===== config.mk =====
export PLATFORM = sky130hd
export DESIGN_NAME = mem_port_arbiter
export DESIGN_NICKNAME = d
export VERILOG_FILES = /design/src/rtl/mem_port_arbiter.sv
export SDC_FILE = /design/constraint.sdc
export NUM_CORES = 1
export LEC_CHECK = 0
export CORE_MARGIN = 10
export CORE_UTILIZATION = 40
export CTS_BUF_LIST = sky130_fd_sc_hd__clkbuf_2 sky130_fd_sc_hd__clkbuf_4 sky130_fd_sc_hd__clkbuf_8
export CTS_CLUSTER_DIAMETER = 100
export CTS_CLUSTER_SIZE = 12
export DETAILED_ROUTE_END_ITERATION = 10
export PLACE_DENSITY_LB_ADDON = 0.1
export SLEW_MARGIN = 30
export SYNTH_ARGS = -nofsm -noshare
export SYNTH_HDL_FRONTEND = slang
export SYNTH_SLANG_ARGS = --single-unit

===== constraint.sdc =====
create_clock -name clk -period 4.3 [get_ports clk]
set_clock_uncertainty 0.05 [all_clocks]
set_input_delay 0.645 -clock clk [delete_from_list [all_inputs] [get_ports clk]]
set_output_delay 0.645 -clock clk [all_outputs]
set_load 0.03 [all_outputs]

===== src/rtl/mem_port_arbiter.sv =====
// Shares one single-port memory between instruction fetch and data access, one transaction in flight.
// Data has priority; fetch is forced through after STARVE_LIMIT consecutive losses.
module mem_port_arbiter #(
  parameter int XLEN         = 32,
  parameter int STARVE_LIMIT = 4
) (
  input  logic            clk,
  input  logic            reset,
  input  logic            if_req,
  input  logic [XLEN-1:0] if_addr,
  output logic            if_gnt,
  output logic            if_rvalid,
  output logic [XLEN-1:0] if_rdata,
  input  logic            d_req,
  input  logic            d_we,
  input  logic [XLEN-1:0] d_addr,
  input  logic [XLEN-1:0] d_wdata,
  output logic            d_gnt,
  output logic            d_rvalid,
  output logic [XLEN-1:0] d_rdata,
  output logic            mem_req,
  output logic            mem_we,
  output logic [XLEN-1:0] mem_addr,
  output logic [XLEN-1:0] mem_wdata,
  input  logic            mem_ready,
  input  logic            mem_rvalid,
  input  logic [XLEN-1:0] mem_rdata,
  output logic            busy
);

  typedef enum logic [1:0] {IDLE, ISSUE, WAIT, RESP} state_t;

  localparam logic [3:0] LIMIT = 4'(STARVE_LIMIT);

  state_t     state, state_nxt;
  logic [3:0] starve_cnt;
  logic       owner_d;
  logic       sel_d;
  logic       sel_any;

  always_comb begin
    sel_d     = d_req && !(if_req && starve_cnt == LIMIT);
    sel_any   = d_req || if_req;
    state_nxt = state;
    case (state)
      IDLE:    if (sel_any) state_nxt = ISSUE;
      ISSUE:   if (mem_req && mem_ready) state_nxt = WAIT;
      WAIT:    if (mem_rvalid) state_nxt = RESP;
      RESP:    state_nxt = IDLE;
      default: state_nxt = IDLE;
    endcase
  end

  always_ff @(posedge clk) begin
    if (reset) state <= IDLE;
    else       state <= state_nxt;
  end

  always_ff @(posedge clk) begin
    if (reset) begin
      starve_cnt <= '0;
      owner_d    <= 1'b0;
      mem_req    <= 1'b0;
      mem_we     <= 1'b0;
      mem_addr   <= '0;
      mem_wdata  <= '0;
      if_gnt     <= 1'b0;
      d_gnt      <= 1'b0;
      if_rvalid  <= 1'b0;
      d_rvalid   <= 1'b0;
      if_rdata   <= '0;
      d_rdata    <= '0;
      busy       <= 1'b0;
    end else begin
      if_gnt    <= 1'b0;
      d_gnt     <= 1'b0;
      if_rvalid <= 1'b0;
      d_rvalid  <= 1'b0;
      busy      <= (state_nxt != IDLE);
      case (state)
        IDLE: begin
          if (sel_any) begin
            owner_d <= sel_d;
            mem_req <= 1'b1;
            if (sel_d) begin
              mem_we    <= d_we;
              mem_addr  <= d_addr;
              mem_wdata <= d_wdata;
              // Only a contested loss counts toward fetch starvation.
              if (if_req && starve_cnt < LIMIT) starve_cnt <= starve_cnt + 4'd1;
            end else begin
              mem_we     <= 1'b0;
              mem_addr   <= if_addr;
              mem_wdata  <= '0;
              starve_cnt <= '0;
            end
          end
        end
        ISSUE: begin
          if (mem_req && mem_ready) begin
            mem_req <= 1'b0;
            if (owner_d) d_gnt  <= 1'b1;
            else         if_gnt <= 1'b1;
          end
        end
        WAIT: begin
          if (mem_rvalid) begin
            if (owner_d) begin
              d_rvalid <= 1'b1;
              d_rdata  <= mem_we ? '0 : mem_rdata;
            end else begin
              if_rvalid <= 1'b1;
              if_rdata  <= mem_rdata;
            end
          end
        end
        default: ;
      endcase
    end
  end

endmodule


=== Yosys cells after proc, flatten, opt, wreduce, memory -nomap -nowiden ===
Cells that the tools add are included.

* Bits in latches: 0
* Bits in registers: 142
* Word-level logic and storage cells: 59
* Bits of input ports: 135
* Output and inout bits: 135
* Memory bits (read-only): 0
* Memories kept: 0
* Bits in writable memories: 0

* Shifts and indexed selects: 0
* Equality and inequality tests: 7
* Bitwise logic cells: 5
* Multiply operators: 0
* Multiplexer cells: 15
* Magnitude comparators: 1
* Add/sub/neg operators: 1
* Divide/modulo/power cells: 0
* Reductions and logical operators: 16

{| class="wikitable"
|+ Operators by type and width
! cell !! count
|-
| 32-bit 2-to-1 mux || 3
|-
| 3-bit AND reduction || 4
|-
| 4-bit 2-to-1 mux || 2
|-
| 2-bit one-hot mux with 4 select lines || 1
|-
| 2-bit 2-to-1 mux || 3
|-
| 3-bit OR reduction || 2
|-
| 1-bit 2-to-1 mux || 5
|-
| 1-bit inverter || 5
|-
| 4-bit by 1-bit adder with 4-bit output, second input constant || 1
|-
| 2-bit == test, second input constant || 2
|-
| 4-bit by 3-bit == test with 1-bit output, second input constant || 1
|-
| 1-bit logical AND || 4
|-
| 4-bit by 3-bit < comparator with 1-bit output, second input constant || 1
|-
| 2-bit inequality test, second input constant || 2
|-
| 2-bit nonzero test || 2
|-
| 2-bit by 1-bit == test with 1-bit output, second input constant || 1
|-
| 2-bit zero test || 1
|-
| 2-bit by 1-bit inequality test with 1-bit output, second input constant || 1
|-
| 1-bit one-hot mux with 2 select lines || 1
|-
| 2-bit AND reduction || 1
|-
| 1-bit zero test || 1
|-
| 1-bit logical OR || 1
|}

=== Longest topological paths before layout ===
* Word-level depth: 6
* Depth in mapped cells: 9
* Mapped depth without buffers: 6

=== Worst setup path after synthesis ===
No wires, ideal clock.

* Path type: input-to-reg
* Start: in if_req
* End: reg starve_cnt[0]
* Path slack: 2666 ps
* Setup time: 128 ps
* Arrival time: 1455 ps
* Path buffers: 3
* Stages on the path: 7
* Path through: nand4b_1 -> and2_1 -> buf_2 -> buf_4 -> buf_4 -> nand4_1 -> o31ai_1

* Word-level cells in the longest chain between the ends: 5
* Elaborated cells between the ends (all ways): 8
* Classes of those cells: 1 x eq/ne; 1 x mux; 6 x reduce/logical

{| class="wikitable"
|+ RTL lines
! what !! RTL line !! RTL
|-
| from (decl) || 9 || <nowiki>input logic if_req,</nowiki>
|-
| 1-bit logical AND || 42 || <nowiki>sel_d = d_req && !(if_req && starve_cnt == LIMIT);</nowiki>
|-
| 1-bit zero test || 42 ||
|-
| 1-bit logical AND || 42 ||
|-
| 2-bit by 1-bit inequality test with 1-bit output (no source line) || - ||
|-
| 3-bit AND reduction (no source line) || - ||
|-
| to (signal assigned) || 90 || <nowiki>if (if_req && starve_cnt < LIMIT) starve_cnt <= starve_cnt + 4'd1;</nowiki>
|-
| to (decl) || 36 || <nowiki>logic [3:0] starve_cnt;</nowiki>
|}

Several ways; a longest one is shown, not always the timed one.
A chain may end at the register's enable or synchronous reset.

=== Final worst setup path ===
* Start: in d_req
* End: reg mem_addr[31]

* Word-level cells in the longest chain between the ends: 2
* Elaborated cells between the ends (all ways): 4
* Classes of those cells: 1 x mux; 3 x reduce/logical

{| class="wikitable"
|+ RTL lines
! what !! RTL line !! RTL
|-
| from (decl) || 14 || <nowiki>input logic d_req,</nowiki>
|-
| 1-bit logical AND / 1-bit logical OR (equally long branches) || 42, 43 ||
|-
| 32-bit 2-to-1 mux / 2-bit AND reduction (equally long branches) || - ||
|-
| to (signal assigned) || 87 || <nowiki>mem_addr <= d_addr;</nowiki>
|-
| to (signal assigned) || 93 || <nowiki>mem_addr <= if_addr;</nowiki>
|-
| to (decl) || 23 || <nowiki>output logic [XLEN-1:0] mem_addr,</nowiki>
|}

Several ways; a longest one is shown, not always the timed one.

==> flow_metrics.env <==
export IMPL_cts_buffers=17
export IMPL_worst_setup_path_type="in2reg"
export IMPL_coreArea_um2=12770
export IMPL_pre_cts_ws_ns=1.306
export IMPL_layout_drive_gt1_share_pct=6.156
export IMPL_post_cts_buffers=0
export IMPL_via_count=5254
export IMPL_grtUsageMet1_pct=21.42
export IMPL_required_ns=4.60
export IMPL_max_slew_margin_pct=43.60
export IMPL_worstPathMaxFanout=42
export IMPL_finalHoldViolations=0
export IMPL_gp_congestion=0.7992
export IMPL_grt_busiest_layer="met2"
export IMPL_hold_class="reg2reg"
export IMPL_synth_async_sr_flop_share_pct=0
export IMPL_outcome="finished, final reports clean"
export IMPL_initial_core_util_pct=41.24
export IMPL_rsz0062_at_grt="false"
export IMPL_cpPeakStageDelay_ns=0.78
export IMPL_cp_slowest_cell="and2_2"
export IMPL_fmax_mhz=391.0
export IMPL_io_buffers=269
export IMPL_ys_seq_elements=142
export IMPL_finalCritPeriodShare_pct=59.47
export IMPL_synth_area_um2=5268
export IMPL_wl_mm=18.46
export IMPL_endpoint_kind="flop"
export IMPL_cts_root_buf="clkbuf_8"
export IMPL_synthCells=606
export IMPL_grt_remaining_overflow=0
export IMPL_tns_ns=0
export IMPL_cp_num_buf_inv=2
export IMPL_vdd_drop_max_uv=229.1
export IMPL_p_leak_uw=0.002965
export IMPL_final_nets=985
export IMPL_antenna_found_initial=0
export IMPL_cp_top_family="simple AND/OR/NAND/NOR gates"
export IMPL_cts_sinks=142
export IMPL_power_density_nw_per_um2=372.8
export IMPL_grt_max_degree=70
export IMPL_avgSynthCellArea_um2=8.692
export IMPL_synth_edf_count=0
export IMPL_clock_latency_ns=0.44
export IMPL_cap_violations=0
export IMPL_syn_nets=743
export IMPL_n_fill_cell=1074
export IMPL_setup_slack_ns=1.743
export IMPL_syn_to_final_growth_pct=59.45
export IMPL_routedWlPerCell_um=17.87
export IMPL_fin_crit_ns=2.557
export IMPL_n_antenna_cell=0
export IMPL_grt_pass1_wl_mm=28.66
export IMPL_htreeDepth=4
export IMPL_use_met3_pct=8.272
export IMPL_antenna_left=0
export IMPL_drtIter0Drc=271
export IMPL_hold_buffers=0
export IMPL_yosysUniqueCellTypes=35
export IMPL_die_h_um=134.8
export IMPL_report_final_slew_viol_count=0
export IMPL_num_rows=41
export IMPL_cts_resized=0
export IMPL_dieArea_um2=18160
export IMPL_vias_per_cell=5.086
export IMPL_grt_util_all_layers_pct=19.78
export IMPL_yosys_warnings=0
export IMPL_holdWs_ns=0.4023
export IMPL_hpwl_mm=13.52
export IMPL_grt_pass1_vias=5323
export IMPL_first_pass_iters=4
export IMPL_worstPathCellList="clkdlybuf4s50_1 > and2_2 > buf_4 > nor3_1 > nor4_1"
export IMPL_top_level_ports=270
export IMPL_fp_dieW_um=134.8
export IMPL_setup_violations=0
export IMPL_cts_tree="done"
export IMPL_worst_pin_slew_ns=0.8460
export IMPL_clockBufferDepth=2
export IMPL_synth_flop_cell="dfxtp_1"
export IMPL_gr_usage_met2_pct=33.18
export IMPL_drc=0
export IMPL_ys_seq_area_share_pct=53.97
export IMPL_cp_start_kind="input pin"
export IMPL_worst_ep_arrival_time_ns=2.85
export IMPL_path_clk_slew_ns=0.08
[worst reg2reg max path, cell delays in order, from the launching register on]
cell,delay [ns]
dfxtp_1,0.37
inv_1,0.07
ha_1,0.22
nand4b_1,0.13
and2_2,0.72
buf_4,0.41
nor3_1,0.09
nor4_1,0.27
[logic make-up after synthesis]
family	synth area share (%)
buffers and inverters	6.342
DFF	53.97
muxes	0.1900
and+or+nand+nor	25.89
adders and majority gates	0.4750
AOI/OAI and AO/OA	13.14
[flip-flops by register name, summed over array words and instances, names as in the netlist]
register    cells
if_rdata       32
mem_addr       32
mem_we          1
d_rdata        32
d_rvalid        1
d_gnt           1
state           2
busy            1
if_gnt          1
mem_req         1
starve_cnt      4
if_rvalid       1
owner_d         1
mem_wdata      32
[path summary, 6_finish.rpt]
kind / from / end / slack [ns] / depth (start not counted)
setup / recovery: d_req / mem_addr[31] / 1.74 / 5
hold / removal: mem_wdata[29] / mem_wdata[29] / 0.40 / 2
setup reg to reg: starve_cnt[0] / mem_addr[31] / 1.88 / 7
hold reg to reg: mem_wdata[29] / mem_wdata[29] / 0.40 / 2
[layout by cell type, fill, tap and decap left out, types with 6 or more instances in the layout]
master and count:
a21oi_1 71, a22o_1 32, buf_4 10, clkbuf_8 19, clkdlybuf4s50_1 268, clkinv_2 6, dfxtp_1 142, nand2_1 103
nand3_1 33, nor2_1 37, nor3_1 65, nor4_1 32
[final cells by class]
cell class | instances | area [um^2] | area share [%]
clock buffers | 20 | 269.0 | 3.203
clock inverters | 12 | 166.4 | 1.981
inverters | 4 | 15.01 | 0.1788
multi-input cells | 404 | 2118 | 25.22
flip-flops and latches | 142 | 2843 | 33.84
well taps | 172 | 215.2 | 2.562
repair buffers | 279 | 2773 | 33.01
[power breakdown]
part / switching, uW / internal, uW
combinational: 308 / 256
sequential: 35.0 / 1370
clock: 497 / 664
[routing by layer]
metal  wire length, um  share of wire (%)
met5                 0                  0
met4               469                2.5
met3              1903                 10
met2              8995                 49
met1              7087                 38
[cells in the mapped netlist (all sizes together) (2+ instances only)]
master  count  area (um^2)
a21oi      71        355.3
a22o       32        280.3
and2        2        12.51
buf        45        277.8
clkbuf     11        41.29
dfxtp     142         2843
ha          2        25.02
inv         4        15.01
nand2     105        396.6
nand3      33        165.2
nand3b      2        15.01
nand4       2        12.51
nand4b      2        17.52
nor2       39        148.9
nor3       68        361.6
nor3b       2        15.01
nor4       32        200.2
o21ai       3        18.77
[stage by stage]
step | total power, uW | cell area, um^2 | cells | util [%]
2_1_floorplan | 1723 | 5268 | 606 | -
3_3_place_gp | 1990 | 7945 | 1000 | 62.20
3_5_place_dp | 2001 | 7964 | 1001 | 62.35
4_1_cts | 3160 | 8399 | 1033 | 65.76
5_1_grt | 3257 | 8399 | 1033 | 65.76
6_report | 3131 | 8399 | 1033 | 65.76
Note: power is estimated with default switching activity, not from simulation.
